--- config.mk ---
export PLATFORM = sky130hd
export DESIGN_NAME = csa_accumulator
export DESIGN_NICKNAME = d
export VERILOG_FILES = /design/src/rtl/csa_accumulator_pkg.sv /design/src/rtl/csa_row_3to2.sv /design/src/rtl/csa_accumulator.sv
export SDC_FILE = /design/constraint.sdc
export NUM_CORES = 1
export LEC_CHECK = 0
export CORE_MARGIN = 2
export CORE_UTILIZATION = 30
export CTS_CLUSTER_DIAMETER = 120
export DETAILED_ROUTE_END_ITERATION = 6
export SETUP_SLACK_MARGIN = 0.02
export SLEW_MARGIN = 30
export SYNTH_ARGS = -nofsm -noshare
export SYNTH_HDL_FRONTEND = slang
export SYNTH_SLANG_ARGS = --single-unit
--- constraint.sdc ---
create_clock -name clk -period 2.1 [get_ports clk]
set_input_delay 0.525 -clock clk [delete_from_list [all_inputs] [get_ports clk]]
set_output_delay 0.525 -clock clk [all_outputs]
set_load 0.01 [all_outputs]
--- src/rtl/csa_accumulator_pkg.sv ---
// Shared defaults and state encoding for the carry-save accumulator.
package csa_accumulator_pkg;
  localparam int WIDTH_DEF = 14;
  localparam int CNTW_DEF  = 8;

  typedef enum logic {
    ACCUM = 1'b0,
    DRAIN = 1'b1
  } state_e;
endpackage

--- src/rtl/csa_row_3to2.sv ---
// Combinational 3:2 compressor: folds two carry-save rows and one operand
// into a new sum row and a carry row (carry weighted one bit up).
module csa_row_3to2
  import csa_accumulator_pkg::*;
#(
  parameter int WIDTH = WIDTH_DEF
) (
  input  logic [WIDTH-1:0] s_i,
  input  logic [WIDTH-1:0] c_i,
  input  logic [WIDTH-1:0] d_i,
  output logic [WIDTH-1:0] sum_o,
  output logic [WIDTH-1:0] carry_o
);
  logic [WIDTH-1:0] maj;

  for (genvar gi = 0; gi < WIDTH; gi++) begin : g_bit
    assign sum_o[gi] = s_i[gi] ^ c_i[gi] ^ d_i[gi];
    assign maj[gi]   = (s_i[gi] & c_i[gi]) | (s_i[gi] & d_i[gi]) | (c_i[gi] & d_i[gi]);
  end

  // The top carry falls off: rows are kept modulo 2^WIDTH.
  assign carry_o = maj << 1;
endmodule

--- src/rtl/csa_accumulator.sv ---
// Accumulates a batch of operands in carry-save form and presents the two
// rows plus operand count to a downstream final adder.
module csa_accumulator
  import csa_accumulator_pkg::*;
#(
  parameter int WIDTH = WIDTH_DEF,
  parameter int CNTW  = CNTW_DEF
) (
  input  logic             clk,
  input  logic             reset,
  input  logic             in_valid,
  output logic             in_ready,
  input  logic [WIDTH-1:0] in_data,
  input  logic             in_last,
  output logic             out_valid,
  input  logic             out_ready,
  output logic [WIDTH-1:0] out_row0,
  output logic [WIDTH-1:0] out_row1,
  output logic [CNTW-1:0]  out_count
);
  localparam logic [CNTW-1:0] CNT_MAX = {CNTW{1'b1}};

  state_e           state_q;
  logic [WIDTH-1:0] row0_q, row1_q;
  logic [WIDTH-1:0] row0_d, row1_d;
  logic [CNTW-1:0]  count_q, count_d;
  logic             in_ready_q, out_valid_q;
  logic             accept;

  csa_row_3to2 #(.WIDTH(WIDTH)) u_row (
    .s_i    (row0_q),
    .c_i    (row1_q),
    .d_i    (in_data),
    .sum_o  (row0_d),
    .carry_o(row1_d)
  );

  assign accept  = in_valid & in_ready_q;
  assign count_d = (count_q == CNT_MAX) ? count_q : count_q + 1'b1;

  always_ff @(posedge clk) begin
    if (reset) begin
      state_q     <= ACCUM;
      row0_q      <= '0;
      row1_q      <= '0;
      count_q     <= '0;
      in_ready_q  <= 1'b1;
      out_valid_q <= 1'b0;
    end else begin
      case (state_q)
        ACCUM: begin
          if (accept) begin
            row0_q  <= row0_d;
            row1_q  <= row1_d;
            count_q <= count_d;
            if (in_last) begin
              state_q     <= DRAIN;
              in_ready_q  <= 1'b0;
              out_valid_q <= 1'b1;
            end
          end
        end
        DRAIN: begin
          // Rows and count hold until the final adder takes them.
          if (out_ready) begin
            state_q     <= ACCUM;
            row0_q      <= '0;
            row1_q      <= '0;
            count_q     <= '0;
            in_ready_q  <= 1'b1;
            out_valid_q <= 1'b0;
          end
        end
        default: begin
          state_q     <= ACCUM;
          in_ready_q  <= 1'b1;
          out_valid_q <= 1'b0;
        end
      endcase
    end
  end

  assign in_ready  = in_ready_q;
  assign out_valid = out_valid_q;
  assign out_row0  = row0_q;
  assign out_row1  = row1_q;
  assign out_count = count_q;
endmodule
==> metrics.md <==
| Metric | Value |
|---|---|
| Diode count | 0 |
| Post-DRT Antenna Nets | 0 |
| Worst EP required | 1.57 ns |
| Filler cells | 574 |
| Pin count of the biggest net entering global routing | 21 |
| Via count | 1518 |
| Slowest stage delay, CP | 0.58 ns |
| Area of the multi-input gates | 965 um2 |
| Rows | 28 |
| RR Endpoint | out_count[3] |
| Fmax | between 0.5 and 0.6 GHz |
| Die Area | 6650 um2 |
| Placer Congestion | between 0.7 and 0.8 |
| FF+latch count, synth | 38 |
| Final Non-Filler Cells | 314 |
| Port Buf Inserts | 55 |
| Post-route setup TNS | 0 ns |
| Final-report setup violation count | 0 |
| WL per Instance | around 13 um |
| Clock sink count | 38 |
| Met1 WL | 1950 um |
| Clock Root Buffer | clkbuf_8 |
| Overall power | approximately 1.7 mW |
| Placement Setup Slack | around 0.12 ns |
| CP endpoint kind | primary output |
| Crit path max-delay family | buffers and inverters |
| Post-Syn Area | ~1800 um2 |
| MaxCap Viol Count | 0 |
| Layout area overhead | 41.4% |
| Yosys Warn Count | 0 |
| Placed Instances | slightly above 300 |
| Post-synthesis sequential area ratio | 42.1% |
| Max layer used | met4 |
| Clk_skew | a little under 0.005 ns |
| PwrDens | about 650 nW/um2 |
| RSZ-0062 raised after global routing | no |
| Number of iterations in the first detailed-routing pass | 4 |
| Post-CTS Hold Buffers | 0 |
| Final min period | 1.85 ns |
| Hold depth | 2 |
| Critical path buffers and inverters | 1 |
| Min-Delay Endpoint | out_valid |
| Placed instance area | about 2500 um2 |
| Share of cells above drive strength 1 | between 10 and 15% |
| Final Cell Area | between 2000 and 3000 um2 |
| Post-cts resize count | 0 |
| Fin. max-slew vios | 0 |
| Vias/cell | between 4 and 5 |
| Htree depth | 2 |
| Outcome | complete, no violations |
| Overflow after GRT | 0 |
| Wire length on met2 | between 1500 and 2000 um |
| Chip Height | slightly above 80 um |
| Reg-to-Reg Start | state_q |
| Final Hold Fails | 0 |
| WS Path Type | reg2out |
| Final period utilization | 88.3% |
| Cell breakdown of the critical path | clkdlybuf4s50_1 |
| Setup bufs post-CTS | 0 |
| Net count after synthesis | 210 |
| Clock buffer depth | 2 |
| Worst-path clk slew | roughly 0.070 ns |
| Post-DP HPWL | between 3000 and 4000 um |
| Hold_sp | out_valid |
| Initial Utilization | 30.9% |
| CP Data Arrival Time | between 1 and 1.5 ns |
| Clock Latency Late Sink | between 0.2 and 0.3 ns |
| Vias in the first global route | between 1000 and 1500 |
| Pleak | about 0.93 nW |
| Peak supply drop | around 0.39 mV |
| Fin nets | approximately 270 |
| Post-Syn Instances | 177 |
| Sequential cell area | 761 um2 |
| Routed WL | about 4200 um |
| Crit Path Max Fanout | 8 |
| Wire length on met3 | between 200 and 300 um |
| Synth unique cells | 41 |
| TritonCTS clock tree | yes |
| Core area | 5850 um2 |
| Final worst slack | approximately 0.25 ns |
| CP Launch Type | register |
| Final Util | about 44% |
| Slowest cell on crit path | clkdlybuf4s50_1 |
| Global-route wire length before repair | around 6800 um |
| DR iter-0 viols | 34 |
| Total CTS buffers | 5 |
| HP Class | reg2reg |
| Initial antenna violation count | 0 |
| All-layer global routing usage | a little over an eighth |
| Final Hold Slack | between 0.4 and 0.5 ns |
| Avg Inst Size Synth | about 10 um2 |
| Reg2reg setup slack | ~0.42 ns |
| I/O pin count | between 50 and 60 |
| Remaining DRCs | 0 |
| Path depth of the worst reg2reg path | 4 |
| Die X | between 80 and 90 um |
Yosys cell counts, drive strengths merged:
master	number	area share (%)
nor2b	2	0.69
o31a	1	0.49
a31oi	1	0.35
a21oi	11	3.7
o2bb2ai	1	0.83
dfxtp	38	42
a22oi	26	12
a311oi	1	0.83
nand2b	2	0.69
o31ai	1	0.42
clkbuf	4	0.83
nand4b	1	0.49
nand4	2	0.69
nor2	33	7.0
nor3	4	1.1
fa	12	13
nor4	1	0.35
ha	2	1.4
o21a	1	0.42
nand2	8	1.8
nand3	3	0.83
o21bai	1	0.42
nand3b	3	1.9
or4	1	0.42
a2bb2oi	1	0.49
xnor2	1	0.49
and3b	2	1.0
conb	1	0.21
buf	7	3.4
o211ai	2	0.83
or3	1	0.35
inv	1	0.21
o21ai	1	0.28
area by class of cell:
type | instances | area share [%]
multi-input combinational | 127 | 37.8
sequential | 38 | 29.8
timing repair buffer | 65 | 25.0
tap | 75 | 3.68
clock buffer | 7 | 3.38
clock inverter | 1 | 0.196
inverter | 1 | 0.147
report_power, final:
part	internal, mW	leakage (nW)	switching [mW]
sequential	0.758	0.309	0.0423
clock	0.265	0.0482	0.258
combinational	0.183	0.573	0.148
state kept, by name, indices dropped and copies added, names as in the netlist:
signal and flops:
out_valid 1, out_row1 13, state_q 1, out_count 8
out_row0 14, in_ready 1
worst max path at each step:
stage | start | to | slack [ns] | cells past startpoint
global placement | out_ready | out_count[3] | 0.13 | 5
finish | out_count[2] | out_count[2] | 0.25 | 1
CTS | out_count[2] | out_count[2] | 0.23 | 1
global route | out_count[4] | out_count[4] | 0.17 | 1
detailed placement | out_ready | out_count[3] | 0.12 | 5
floorplan | out_count[0] | out_count[3] | 0.55 | 5
metal layers:
metal | vias to the layer above | GRT usage (%)
met1 | 718 | 16.7
met5 | - | 0
li1 | 755 | -
met2 | 38 | 20.7
met4 | 0 | 5.67
met3 | 7 | 4.51
cell families after synthesis:
kind of cell | share of synthesized area (%)
adders and majority gates | 14.7
AOI/OAI and AO/OA | 20.7
DFF | 42.1
and+or+nand+nor | 17.4
other | 0.208
xor gates and xnor gates | 0.485
buffers and inverters | 4.43
cell usage in the layout, fill, tap and decap left out, types with 2 or more instances in the layout:
master | Yosys | layout
a22oi_2 | 3 | 3
a21oi_1 | 10 | 10
nand3_1 | 3 | 3
o211ai_1 | 2 | 2
clkdlybuf4s50_1 | 0 | 55
dfxtp_1 | 38 | 38
nand4_1 | 2 | 2
clkbuf_8 | 0 | 6
a22oi_1 | 23 | 23
nand3b_1 | 2 | 2
nor2b_1 | 2 | 2
nor3_1 | 4 | 4
fa_1 | 12 | 12
nand2_1 | 7 | 7
nor2_1 | 32 | 32
buf_4 | 3 | 9
nand2b_1 | 2 | 2
ha_1 | 2 | 2
Power figures use the tool's default switching activity.
